--- src/rtl/alu4_sequencer.sv ---
// -----------------------------------------------------------------------------
// alu4_sequencer
//
// Command-side controller for an external 4-bit ALU core. It keeps a 4x4-bit
// register file and a 4-bit flag register {ovf, zero, rc, c}, and accepts
// register-addressed ALU commands over a valid/ready handshake. For each
// command the sequencer:
//   1. presents the operands, opcode and carries on the alu_* outputs,
//   2. holds them stable for ALU_LAT cycles,
//   3. samples the ALU result and flags,
//   4. writes them back and returns a response.
// Chain mode takes the carries from the flag register, which lets software
// build multi-nibble adds and rotates.
//
// Parameters
//   ALU_LAT   cycles the ALU inputs are held before sampling (1..15)
//   FLAG_RST  reset value of the flag register {ovf, zero, rc, c}
//
// Ports
//   clk, rst                   rising-edge clock, async active-high reset
//   cmd_valid/cmd_ready        command handshake
//   cmd_op/srca/srcb/dst       opcode and register indices
//   cmd_chain/cin/rcin         carry source select and explicit carries
//   ld_valid/ld_dst/ld_data    immediate register load (any state)
//   alu_op/a/b/cin/rcin        registered drive to the ALU core
//   alu_out/cout/rcout/ovf/zero  ALU core results
//   rsp_valid/rsp_ready        response handshake
//   rsp_data/rsp_flags         captured result and {ovf, zero, rc, c}
//   rd_sel/rd_data             combinational debug read of the register file
// -----------------------------------------------------------------------------
module alu4_sequencer #(
    parameter int unsigned ALU_LAT  = 1,
    parameter logic [3:0]  FLAG_RST = 4'b0000
) (
    input  logic       clk,
    input  logic       rst,
    input  logic       cmd_valid,
    output logic       cmd_ready,
    input  logic [3:0] cmd_op,
    input  logic [1:0] cmd_srca,
    input  logic [1:0] cmd_srcb,
    input  logic [1:0] cmd_dst,
    input  logic       cmd_chain,
    input  logic       cmd_cin,
    input  logic       cmd_rcin,
    input  logic       ld_valid,
    input  logic [1:0] ld_dst,
    input  logic [3:0] ld_data,
    output logic [3:0] alu_op,
    output logic [3:0] alu_a,
    output logic [3:0] alu_b,
    output logic       alu_cin,
    output logic       alu_rcin,
    input  logic [3:0] alu_out,
    input  logic       alu_cout,
    input  logic       alu_rcout,
    input  logic       alu_ovf,
    input  logic       alu_zero,
    output logic       rsp_valid,
    input  logic       rsp_ready,
    output logic [3:0] rsp_data,
    output logic [3:0] rsp_flags,
    input  logic [1:0] rd_sel,
    output logic [3:0] rd_data
);

    typedef enum logic [1:0] {
        ST_IDLE = 2'd0,
        ST_EXEC = 2'd1,
        ST_RESP = 2'd2
    } state_t;

    // Counter preload: the capture edge is ALU_LAT edges after the accept edge.
    localparam logic [3:0] CNT_LOAD = 4'(ALU_LAT - 1);

    state_t     state_q,     state_d;
    logic [3:0] cnt_q,       cnt_d;
    logic [1:0] dst_q,       dst_d;
    logic [3:0] flags_q,     flags_d;
    logic [3:0] rf_q [0:3];
    logic [3:0] rf_d [0:3];
    logic [3:0] alu_op_q,    alu_op_d;
    logic [3:0] alu_a_q,     alu_a_d;
    logic [3:0] alu_b_q,     alu_b_d;
    logic       alu_cin_q,   alu_cin_d;
    logic       alu_rcin_q,  alu_rcin_d;
    logic       cmd_ready_q, cmd_ready_d;
    logic       rsp_valid_q, rsp_valid_d;
    logic [3:0] rsp_data_q,  rsp_data_d;
    logic [3:0] rsp_flags_q, rsp_flags_d;

    logic       accept_s;
    logic       capture_s;
    logic [3:0] alu_flags_s;

    // cmd_ready_q is low out of reset so nothing is accepted at the release edge.
    assign accept_s    = (state_q == ST_IDLE) && cmd_ready_q && cmd_valid;
    assign capture_s   = (state_q == ST_EXEC) && (cnt_q == 4'd0);
    assign alu_flags_s = {alu_ovf, alu_zero, alu_rcout, alu_cout};

    // Next-state, ALU drive, capture and register-file write logic.
    always_comb begin
        state_d     = state_q;
        cnt_d       = cnt_q;
        dst_d       = dst_q;
        flags_d     = flags_q;
        alu_op_d    = alu_op_q;
        alu_a_d     = alu_a_q;
        alu_b_d     = alu_b_q;
        alu_cin_d   = alu_cin_q;
        alu_rcin_d  = alu_rcin_q;
        rsp_data_d  = rsp_data_q;
        rsp_flags_d = rsp_flags_q;

        case (state_q)
            ST_IDLE: begin
                if (accept_s) begin
                    // Operands come from the array before this edge's writes.
                    alu_op_d   = cmd_op;
                    alu_a_d    = rf_q[cmd_srca];
                    alu_b_d    = rf_q[cmd_srcb];
                    alu_cin_d  = cmd_chain ? flags_q[0] : cmd_cin;
                    alu_rcin_d = cmd_chain ? flags_q[1] : cmd_rcin;
                    dst_d      = cmd_dst;
                    cnt_d      = CNT_LOAD;
                    state_d    = ST_EXEC;
                end else begin
                    state_d = ST_IDLE;
                end
            end
            ST_EXEC: begin
                if (capture_s) begin
                    rsp_data_d  = alu_out;
                    rsp_flags_d = alu_flags_s;
                    flags_d     = alu_flags_s;
                    state_d     = ST_RESP;
                end else begin
                    cnt_d   = cnt_q - 4'd1;
                    state_d = ST_EXEC;
                end
            end
            ST_RESP: begin
                if (rsp_ready) begin
                    state_d = ST_IDLE;
                end else begin
                    state_d = ST_RESP;
                end
            end
            default: begin
                state_d = ST_IDLE;
            end
        endcase

        // ALU writeback has priority over an immediate load to the same entry.
        for (int i = 0; i < 4; i++) begin
            if (capture_s && (dst_q == 2'(i))) begin
                rf_d[i] = alu_out;
            end else if (ld_valid && (ld_dst == 2'(i))) begin
                rf_d[i] = ld_data;
            end else begin
                rf_d[i] = rf_q[i];
            end
        end

        cmd_ready_d = (state_d == ST_IDLE);
        rsp_valid_d = (state_d == ST_RESP);
    end

    // State, register file and registered outputs.
    always_ff @(posedge clk or posedge rst) begin
        if (rst) begin
            state_q     <= ST_IDLE;
            cnt_q       <= 4'd0;
            dst_q       <= 2'd0;
            flags_q     <= FLAG_RST;
            for (int i = 0; i < 4; i++) begin
                rf_q[i] <= 4'd0;
            end
            alu_op_q    <= 4'd0;
            alu_a_q     <= 4'd0;
            alu_b_q     <= 4'd0;
            alu_cin_q   <= 1'b0;
            alu_rcin_q  <= 1'b0;
            cmd_ready_q <= 1'b0;
            rsp_valid_q <= 1'b0;
            rsp_data_q  <= 4'd0;
            rsp_flags_q <= 4'd0;
        end else begin
            state_q     <= state_d;
            cnt_q       <= cnt_d;
            dst_q       <= dst_d;
            flags_q     <= flags_d;
            for (int i = 0; i < 4; i++) begin
                rf_q[i] <= rf_d[i];
            end
            alu_op_q    <= alu_op_d;
            alu_a_q     <= alu_a_d;
            alu_b_q     <= alu_b_d;
            alu_cin_q   <= alu_cin_d;
            alu_rcin_q  <= alu_rcin_d;
            cmd_ready_q <= cmd_ready_d;
            rsp_valid_q <= rsp_valid_d;
            rsp_data_q  <= rsp_data_d;
            rsp_flags_q <= rsp_flags_d;
        end
    end

    assign cmd_ready = cmd_ready_q;
    assign alu_op    = alu_op_q;
    assign alu_a     = alu_a_q;
    assign alu_b     = alu_b_q;
    assign alu_cin   = alu_cin_q;
    assign alu_rcin  = alu_rcin_q;
    assign rsp_valid = rsp_valid_q;
    assign rsp_data  = rsp_data_q;
    assign rsp_flags = rsp_flags_q;
    assign rd_data   = rf_q[rd_sel];

endmodule

--- config.mk ---
export PLATFORM = sky130hd
export DESIGN_NAME = alu4_sequencer
export DESIGN_NICKNAME = d
export VERILOG_FILES = /design/src/rtl/alu4_sequencer.sv
export SDC_FILE = /design/constraint.sdc
export NUM_CORES = 1
export LEC_CHECK = 0
export CORE_UTILIZATION = 40
export CTS_CLUSTER_SIZE = 10
export DETAILED_ROUTE_END_ITERATION = 16
export PLACE_DENSITY_LB_ADDON = 0.25
export SLEW_MARGIN = 20
export SYNTH_ARGS = -nofsm -noshare
export SYNTH_HDL_FRONTEND = slang
export SYNTH_SLANG_ARGS = --single-unit
--- constraint.sdc ---
create_clock -name clk -period 5.15 [get_ports clk]
set_input_delay 1.03 -clock clk [delete_from_list [all_inputs] [get_ports clk]]
set_output_delay 1.03 -clock clk [all_outputs]
set_load 0.03 [all_outputs]
==> metrics.md <==
| Metric | Value |
|---|---|
| Rows | 27 |
| CTS Sinks | 48 |
| FMAX | 260.3 MHz |
| Cts hold-fix bufs | 0 |
| Post-Syn Nets | 194 |
| Most frequent cells in the layout | clkdlybuf4s50_1 (61), mux2_2 (51), dfrtp_1 (48) |
| Final hold slack | 502.1 ps |
| Nets@finish | 258 |
| Worst Hold Class | reg2reg |
| Cells after synthesis | 159 |
| PwrDens | 618.0 nW/um^2 |
| Synthesis-stage register bit count | 48 |
| DR iter-0 viols | 68 |
| Switching share of power | 37.30% |
| Met3 routed WL | 212 um |
| Clk_lat worst skew | 290 ps |
| Commonest non-fill, non-tap cell in the layout | clkdlybuf4s50_1 |
| Worst slew pin tran | 814.7 ps |
| DIE AREA | 6291 um^2 |
| Status | finished clean |
| WL met2 | 2.253 mm |
| Worst rel slew slack | 45.63% |
| CTS tree | built |
| Worst setup EP type | output port |
| Post-DP Area | 3092 um^2 |
| Drt wl/cell | 16.04 um |
| Max-cap viol count | 0 |
| Clk network pwr share | 11.7% |
| Antenna fix cells | 0 |
| Final worst slack | 1308 ps |
| Post-DR vias/cell | 5.294 |
| Critical Path RT | 4120 ps |
| Die X | 79.32 um |
| Vias post-DR | 1567 |
| Worst-path fanout max | 4 |
| Drt drc | 0 |
| Final Critical Period | 3842 ps |
| Final hold vios | 0 |
| Drt total wl | 4.748 mm |
| Core ar. | 5642 um^2 |
| Starting Density | 42.38% |
| Internal | 0.001235 W |
| Yosys warning count | 0 |
| Peak VDD IR | 0.3320 mV |
| I/O pins | 62 |
| Final global-route overflow total | 0 |
| Synthesized area | 2391 um^2 |
| Final design utilization | 56.49% |
| Comb pwr share | 51.6% |
| Tcrit/Tclk final | 74.60% |
| Fraction of layout cells with a size suffix above 1 | 35.27% |
| Root buf cell | clkbuf_8 |
| Initial antenna violation count | 0 |
| Drt pass-1 iters | 6 |
| Setup TNS Final | 0 ps |
| CP Class | in2out |
| Routability cong. | 0.7200 |
| Routed Antenna Nets | 0 |
| Postcts setup bufs | 0 |
| Reg power frac | 36.7% |
| Psw | 0.0007347 W |
| Top sig layer | met4 |
| Pre-CTS WS | 1291 ps |
| TritonCTS buffer count | 5 |
| Critical path arrival | 2810 ps |
| Sequential element share of the synthesized area | 50.24% |
| Max Root-Sink Buffers | 2 |
| Metal-1 WL | 2.243 mm |
| Synth cell types | 29 |
| DP HPWL | 3.564 mm |
| Clk slew on worst S/H paths | 90 ps |
| Max-slew violations | 0 |
| Avg Inst Size Synth | 15.04 um^2 |
| Worst setup SP type | input port |
| Leakage power | 1.304 nW |
| Synth-to-Final Area Change | 33.28% |
| Final Skew | 4.950 ps |
| Die H | 79.32 um |
| Vias in the first global route | 1604 |
| RSZ-0062 raised after global routing | false |
| # port buffers | 61 |
| First-pass GRT wire length | 7.962 mm |
| Final setup viols | 0 |
| H-tree levels | 2 |
| Total GRT Usage | 16.79% |
| Largest net degree at the start of global routing | 49 |
| Final instance area | 3187 um^2 |
| Post-CTS sizing | 0 |
[per-stage QoR]
step | std cells | power (W)
finish | 296 | 0.001969
global route | 296 | 0.002100
CTS | 296 | 0.001990
detailed placement | 288 | 0.001753
global placement | 288 | 0.001731
floorplan | 159 | 0.001385
[metal layers]
| metal | GRT usage (%) | up-vias |
|---|---|---|
| li1 | - | 733 |
| met1 | 22.99 | 787 |
| met2 | 26.38 | 42 |
| met3 | 3.908 | 5 |
| met4 | 5.273 | 0 |
| met5 | 0 | - |
[final cells by class]
cell class | count | area, um^2
multi-input combinational | 103 | 1171
clock inverter | 1 | 7.507
clock buffer | 7 | 86.33
tap | 72 | 90.09
inverter | 3 | 12.51
sequential | 48 | 1201
timing repair buffer | 62 | 618.1
fill | 467 | 2455
[cells by family after synthesis]
family	Yosys count	share of synthesized area, %
AO/OA/AOI/OAI	7	1.936
AND/OR/NAND/NOR	24	6.384
adder cells (fa/ha/maj)	1	0.5232
multiplexers	71	39.51
buffers and inverters	8	1.413
flip-flops	48	50.24
[Yosys cell counts]
cell	number	share of area, %
nand3b_1	2	0.63
dfrtp_1	48	50
mux2_2	51	24
mux4_2	12	11
or2b_1	1	0.31
a211oi_1	1	0.31
or4_1	1	0.31
ha_1	1	0.52
o21ai_0	1	0.21
nor4bb_1	1	0.42
clkbuf_1	2	0.31
a21oi_1	2	0.42
nor3b_1	2	0.63
a21o_1	2	0.63
clkbuf_2	1	0.21
mux2_4	4	2.5
nor2_2	1	0.26
inv_1	3	0.47
nand3_1	4	0.84
a21o_2	1	0.37
mux2i_1	4	1.7
nor2b_1	1	0.26
nor3_1	1	0.21
nand4b_1	2	0.73
nand2b_1	2	0.52
buf_2	2	0.42
nand4_1	1	0.26
nor2_1	4	0.63
or3b_1	1	0.37
[registers in the layout, summed over array words and instances (netlist names)]
| signal | cells |
|---|---|
| rf_q | 16 |
| alu_a | 4 |
| alu_b | 4 |
| alu_op | 4 |
| cnt_q | 4 |
| flags_q | 4 |
| rsp_data | 4 |
| dst_q | 2 |
| state_q | 2 |
| alu_cin | 1 |
| alu_rcin | 1 |
| cmd_ready | 1 |
| rsp_valid | 1 |
[critical path, stage by stage]
cell and delay, ps:
clkdlybuf4s50_1 620, mux4_2 550, clkdlybuf4s50_1 600
[worst paths after layout]
| check | from | to | slack (ps) | cells past startpoint |
|---|---|---|---|---|
| setup / recovery | rd_sel[0] | rd_data[3] | 1310 | 3 |
| min in group asynchronous | rst | alu_op[2] | 1180 | 2 |
| hold reg to reg | cnt_q[3] | cnt_q[3] | 500 | 1 |
| max in group asynchronous | rst | alu_a[2] | 3470 | 2 |
| setup reg to reg | cnt_q[0] | rf_q[12] | 2990 | 5 |
| hold / removal | cnt_q[3] | cnt_q[3] | 500 | 1 |
[power by group through the flow]
stage               sequential [W]  clock [W]  combinational [W]
floorplan                 0.000875          0           0.000510
global placement          0.000720          0            0.00101
detailed placement        0.000729          0            0.00102
CTS                       0.000723   0.000240            0.00103
global route              0.000754   0.000254            0.00109
finish                    0.000723   0.000231            0.00102
No activity file was read; power rests on OpenSTA's default activity.
